## config.mk

```make
export PLATFORM = sky130hd
export DESIGN_NAME = fetch_stage
export DESIGN_NICKNAME = d
export VERILOG_FILES = /design/src/rtl/fetch_stage.sv
export SDC_FILE = /design/constraint.sdc
export NUM_CORES = 1
export LEC_CHECK = 0
export CAP_MARGIN = 20
export CORE_MARGIN = 2
export CORE_UTILIZATION = 50
export CTS_CLUSTER_SIZE = 10
export DETAILED_ROUTE_END_ITERATION = 6
export PLACE_DENSITY_LB_ADDON = 0.15
export SLEW_MARGIN = 15
export SYNTH_ARGS = -nofsm -noshare
export SYNTH_HDL_FRONTEND = slang
export SYNTH_SLANG_ARGS = --single-unit
```

## constraint.sdc

```tcl
create_clock -name clk -period 6.1 [get_ports clk]
set_input_delay 0.915 -clock clk [delete_from_list [all_inputs] [get_ports clk]]
set_output_delay 0.915 -clock clk [all_outputs]
set_load 0.01 [all_outputs]
```

## src/rtl/fetch_stage.sv

```systemverilog
// Instruction fetch stage: PC register, IF/ID pipeline register and fetch counter,
// sequenced by a BOOT/RUN/HALTED controller with halt > jump > branch > stall priority.
module fetch_stage #(
  parameter logic [31:0] RESET_PC = 32'h0000_0000
) (
  input  logic        clk,
  input  logic        rst,
  output logic [31:0] imem_addr,
  input  logic [31:0] imem_rdata,
  input  logic        stall,
  input  logic        branch_taken,
  input  logic        jump_taken,
  input  logic        halt_req,
  output logic [31:0] if_id_instr,
  output logic [31:0] if_id_pc4,
  output logic        if_id_valid,
  output logic [5:0]  opcode,
  output logic        halted,
  output logic [31:0] fetch_count
);

  typedef enum logic [1:0] {BOOT, RUN, HALTED} state_e;

  typedef struct packed {
    logic [31:0] instr;
    logic [31:0] pc4;
    logic        valid;
  } ifid_t;

  localparam ifid_t BUBBLE = '0;

  state_e      state_q, state_d;
  logic [31:0] pc_q, pc_d;
  ifid_t       ifid_q, ifid_d;
  logic [31:0] cnt_q, cnt_d;

  logic [31:0] pc_plus4;
  logic [31:0] br_tgt;
  logic [31:0] jmp_tgt;
  logic        br_en;
  logic        jmp_en;

  assign pc_plus4 = pc_q + 32'd4;
  assign br_tgt   = ifid_q.pc4 + {{14{ifid_q.instr[15]}}, ifid_q.instr[15:0], 2'b00};
  assign jmp_tgt  = {ifid_q.pc4[31:28], ifid_q.instr[25:0], 2'b00};

  // A redirect from decode only means something if decode holds a real instruction.
  assign jmp_en = jump_taken   & ifid_q.valid;
  assign br_en  = branch_taken & ifid_q.valid;

  always_comb begin
    state_d = state_q;
    pc_d    = pc_q;
    ifid_d  = ifid_q;
    cnt_d   = cnt_q;
    case (state_q)
      BOOT: begin
        state_d = RUN;
        ifid_d  = BUBBLE;
      end
      RUN: begin
        if (halt_req) begin
          state_d = HALTED;
          ifid_d  = BUBBLE;
        end else if (jmp_en) begin
          pc_d   = jmp_tgt;
          ifid_d = BUBBLE;
        end else if (br_en) begin
          pc_d   = br_tgt;
          ifid_d = BUBBLE;
        end else if (!stall) begin
          pc_d   = pc_plus4;
          ifid_d = '{instr: imem_rdata, pc4: pc_plus4, valid: 1'b1};
          cnt_d  = cnt_q + 32'd1;
        end
      end
      HALTED: ;
      default: begin
        state_d = BOOT;
        ifid_d  = BUBBLE;
      end
    endcase
  end

  always_ff @(posedge clk) begin
    if (rst) begin
      state_q <= BOOT;
      pc_q    <= RESET_PC;
      ifid_q  <= BUBBLE;
      cnt_q   <= '0;
    end else begin
      state_q <= state_d;
      pc_q    <= pc_d;
      ifid_q  <= ifid_d;
      cnt_q   <= cnt_d;
    end
  end

  assign imem_addr   = pc_q;
  assign if_id_instr = ifid_q.instr;
  assign if_id_pc4   = ifid_q.pc4;
  assign if_id_valid = ifid_q.valid;
  assign opcode      = ifid_q.instr[31:26];
  assign halted      = (state_q == HALTED);
  assign fetch_count = cnt_q;

endmodule

```

**Word level (Yosys, flattened, before mapping)**

Cells that the tools add are included.

- Add/sub/neg operators: 3
- $mul: 0
- Div/mod/pow operators: 0
- Magnitude comparators: 0
- Eq/ne operators: 5
- Shift operators: 0
- Mux-type cells: 10
- Bitwise gates (word level): 7
- Reduce and logical (&&, ||, !) cells: 5

Operator list:

| kind | count |
|---|---|
| 2-to-1 mux 65 bit | 4 |
| case mux 65 bit (2 select lines) | 1 |
| 2-to-1 mux 32 bit | 3 |
| adder 32 x 1 -> 32 bit (second input constant) | 1 |
| adder 32 x 3 -> 32 bit (second input constant) | 1 |
| adder 32 bit | 1 |
| case mux 2 bit (3 select lines) | 1 |
| != test 5 bit (second input constant) | 1 |
| NOT 1 bit | 5 |
| AND reduction 5 bit | 1 |
| AND reduction 2 bit | 2 |
| != test 3 x 1 -> 1 bit (second input constant) | 1 |
| AND reduction 3 bit | 1 |
| AND 1 bit | 2 |
| equality test 2 x 1 -> 1 bit (second input constant) | 1 |
| equality test 2 bit (second input constant) | 1 |
| logical NOT 2 bit | 1 |
| 2-to-1 mux 2 bit | 1 |
| != test 2 bit (second input constant) | 1 |

- Bits in registers: 131
- Bits in latches: 0
- Bits in writable memories: 0
- ROM bits: 0
- Input port bits: 38
- Output and inout bits: 136
- Logic and storage cells: 36
- Memories: 0

**Longest topological paths before layout**

- Depth in word-level cells: 6
- Depth in mapped cells: 9
- Depth with buffers taken out: 9

**Worst setup path after synthesis**

OpenSTA, ideal clock, no wires.

- Kind: register to register
- From: register ifid_q, in the netlist if_id_instr[0]
- To: register pc_q[30], in the netlist imem_addr[30]
- Setup time: 0.116 ns
- Arrival time: 2.568 ns
- Data required time: 5.984 ns
- Setup slack: 3.415 ns
- Cell stages (with the launch flop): 10
- Buffers on the path: 0
- Clock period less this slack: 2.685 ns
- Path through: dfxtp_1 -> ha_1 -> fa_1 -> a21o_1 -> a221o_2 -> a22oi_4 -> a21oi_1 -> o31a_1 -> or3_1 -> a41o_1

- Word-level cells in the longest chain between the ends: 3

RTL lines:

| what | RTL line | RTL |
|---|---|---|
| from (decl) | 34 | `ifid_t ifid_q, ifid_d;` |
| from (signal assigned) | 94 | `ifid_q <= ifid_d;` |
| adder 32 bit | 44 | `assign br_tgt = ifid_q.pc4 + {{14{ifid_q.instr[15]}}, ifid_q.instr[15:0], 2'b00};` |
| 2-to-1 mux 32 bit | 68 | `end else if (br_en) begin` |
| 2-to-1 mux 32 bit | 65 | `end else if (jmp_en) begin` |
| to (signal assigned) | 93 | `pc_q <= pc_d;` |
| to (decl) | 33 | `logic [31:0] pc_q, pc_d;` |

Every way passes these cells.
A chain may end at the register's enable or synchronous reset.

**Worst setup path in the final report**

- From: input port jump_taken
- To: register ifid_q, in the netlist if_id_pc4[14]

- Word-level cells in the longest chain between the ends: 4
- Elaborated cells on any way between the ends: 6
- Those cells by class: 1 x eq/ne; 3 x mux; 1 x bitwise; 1 x reduce/logical

RTL lines:

| what | RTL line | RTL |
|---|---|---|
| from (decl) | 12 | `input logic jump_taken,` |
| AND 1 bit (*) | 48 | `assign jmp_en = jump_taken & ifid_q.valid;` |
| 2-to-1 mux 65 bit | 65 |  |
| 2-to-1 mux 65 bit | 62 | `if (halt_req) begin` |
| case mux 65 bit (2 select lines) | 56 | `case (state_q)` |

Mark *: on every way between the ends. The rest lies on a longest branch, timed or not.

==> out/qor.yml <==
status: "finished, final reports clean"
synth_area_leader_cell: "dfxtp_1"
fp.dieH_um: 129
crit_chain: "clkdlybuf4s50_1 -> o21ai_0 -> nand2_1 -> o21ai_4 -> buf_4 -> nand2_1 -> a21oi_1"
grt_max_degree: 75
yosysSeqAreaShare_pct: 33.7
pin_count: 174
maxCapViolCount: 0
yosysMostFrequentCell: "nor2_1"
totalWireLength_um: 24400
nets: 1193
setup_viol: 0
die_area_sq_um: 16600
startpoint_type: "primary input"
rsz0062_at_grt: "false"
wl_met2_um: 10700
min_period_over_period_pct: 57.1
area_growth_pct: 29.7
fin_util_pct: 66.3
htreeDepth: 4
cts_resized: 0
cts_buffer_depth: 2
antenna_left: 0
finalHoldViolCount: 0
hp-class: "flop to flop"
worstSkewPairLatency_ns: 0.43
required_ns: 6.45
wl_met3_um: 2020
grt_pass1_wl_um: 38500
drc: 0
powerDensity_nw_per_um2: 195
leakage_nw: 3.71
slowest_stage: "o21ai_4"
synth_area_sq_um: 7770
track_usage_pct: 29.2
cp.arrival_ns: 3.83
synth_edf_count: 0
clock.fmax_mhz: 287
postSynthCellCount: 983
async_flop_share_pct: 0
cts_tree: "done"
cts_hold_buffers: 0
rows: 45
cts_inserted_buffers: 17
slew_viol_final: 0
synth_top_cell_area_share_pct: 33.7
ys_types: 68
place.port_buffers: 173
avgSynthCellArea_sq_um: 7.91
antenna_cells: 0
cp_common_cell: "nand2_1"
synth.top_cells.by_count: "144 x nor2_1, 131 x dfxtp_1, 90 x nand2_1, 71 x a21oi_1, 56 x a22oi_1"
end_kind: "flop"
synth_seq_cells: 131
drive_gt1_share_pct: 5.46
cts_setup_buffers: 0
worstSetupPathType: "primary input to flop"
gp_congestion: 1.02
coreArea_sq_um: 15200
fill_cells: 1296
power_mw: 1.97
fin_setup_tns_ns: 0
ir_drop_v: 0.000220
tightest_slew_ns: 1.04
synth.area.top_cells: "dfxtp_1 34%, nor2_1 7.0%, a22oi_1 5.4%"
drtIter0Drc: 709
cpPeakStageDelay_ns: 0.83
syn_nets: 1053
antenna_found_initial: 0
overflow: 0
cts-root-buf: "clkbuf_16"
synth-main-ff-cell: "dfxtp_1"
skew_ns: 0.00996
num_vias: 8035
wl_met1_um: 11300
die_w_um: 129
clock-sinks: 131
relSlewSlack_pct: 30.1
dr.pass1.iters: 7
synth_warnings: 0
period_minus_slack_ns: 3.49
path_clk_slew_ns: 0.06
grt_pass1_vias: 7394
top_layer: "met4"
wl_per_cell_um: 18.5
path_max_fanout: 38
postPlaceCellArea_sq_um: 9530
post-route-cell-area_sq_um: 10100
post_drt_via_cell_ratio: 6.07
hpwl_um: 17000
initial_core_util_pct: 51.1
## power breakdown
| group | internal (mW) | total [mW] | switching, mW | leakage [nW] |
|---|---|---|---|---|
| Sequential | 0.862 | 0.872 | 0.00966 | 1.06 |
| Clock | 0.532 | 0.962 | 0.430 | 0.255 |
| Combinational | 0.0546 | 0.136 | 0.0818 | 2.40 |
| Total | 1.45 | 1.97 | 0.521 | 3.71 |
## area by class of cell
class                      instances  area, sq um  area share, %
multi-input combinational        776         4830           47.9
inverter                          17         63.8          0.633
clock inverter                    14          121           1.20
tap                              188          235           2.33
sequential                       131         2620           26.0
clock buffer                      18          429           4.26
timing repair buffer             180         1780           17.7
## registers in the layout, summed over array words and instances, names as in the netlist
name         flops
fetch_count     32
if_id_instr     32
if_id_pc4       32
if_id_valid      1
imem_addr       32
state_q          2
## cells by family (layout without fill, tap and decap cells)
| kind of cell | Yosys count | in the layout | share of synthesized area [%] |
|---|---|---|---|
| simple gates | 383 | 383 | 23.6 |
| compound gates | 285 | 285 | 24.4 |
| flops | 131 | 131 | 33.7 |
| buf+inv | 76 | 229 | 4.34 |
| xor+xnor | 71 | 71 | 8.00 |
| fa+ha+maj | 32 | 32 | 5.25 |
| mux | 5 | 5 | 0.660 |
## final timing paths
kind / start / endpoint / slack, ns / depth (start not counted)
worst max-delay path: jump_taken / if_id_pc4[14] / 2.61 / 7
worst min-delay path: state_q[1] / state_q[0] / 0.46 / 1
worst max register to register: if_id_instr[15] / imem_addr[30] / 2.80 / 8
worst min register to register: state_q[1] / state_q[0] / 0.46 / 1
## metrics by stage
step / setup WS [ns] / hold slack [ns] / cells
5_1_grt: 2.42 / 0.486 / 1324
3_3_place_gp: 2.29 / 0.440 / 1292
4_1_cts: 2.65 / 0.456 / 1324
3_5_place_dp: 2.24 / 0.456 / 1292
6_report: 2.61 / 0.459 / 1324
2_1_floorplan: 3.42 / 0.423 / 983
## critical path: cells and delay by family
| family | cells | cell delay, ns |
|---|---|---|
| buffers and inverters | 2 | 1.01 |
| AO/OA/AOI/OAI | 3 | 1.57 |
| AND/OR/NAND/NOR | 2 | 0.30 |
## layout by cell type, fill, tap and decap left out, types with 9 or more instances in the layout
cell type | Yosys | final
nor3_1 | 23 | 23
a22oi_1 | 56 | 56
o21ai_0 | 47 | 46
ha_1 | 31 | 31
and2_1 | 9 | 9
dfxtp_1 | 131 | 131
clkbuf_16 | 0 | 17
a211oi_1 | 16 | 16
and3_1 | 14 | 14
a31oi_1 | 10 | 10
inv_1 | 17 | 17
nor2_1 | 144 | 144
xor2_1 | 39 | 39
clkdlybuf4s50_1 | 0 | 172
or3_1 | 14 | 14
nand2_1 | 90 | 90
nand3_1 | 35 | 35
a21oi_1 | 71 | 70
xnor2_1 | 32 | 32
a21o_1 | 11 | 11
o211ai_1 | 11 | 11
## layer usage
metal | vias to the layer above | track usage, %
met4 | 0 | 9.46
met5 | - | 0
met1 | 3756 | 41.6
met2 | 371 | 43.6
met3 | 43 | 7.11
li1 | 3865 | -
(Power assumes the default switching activity.)
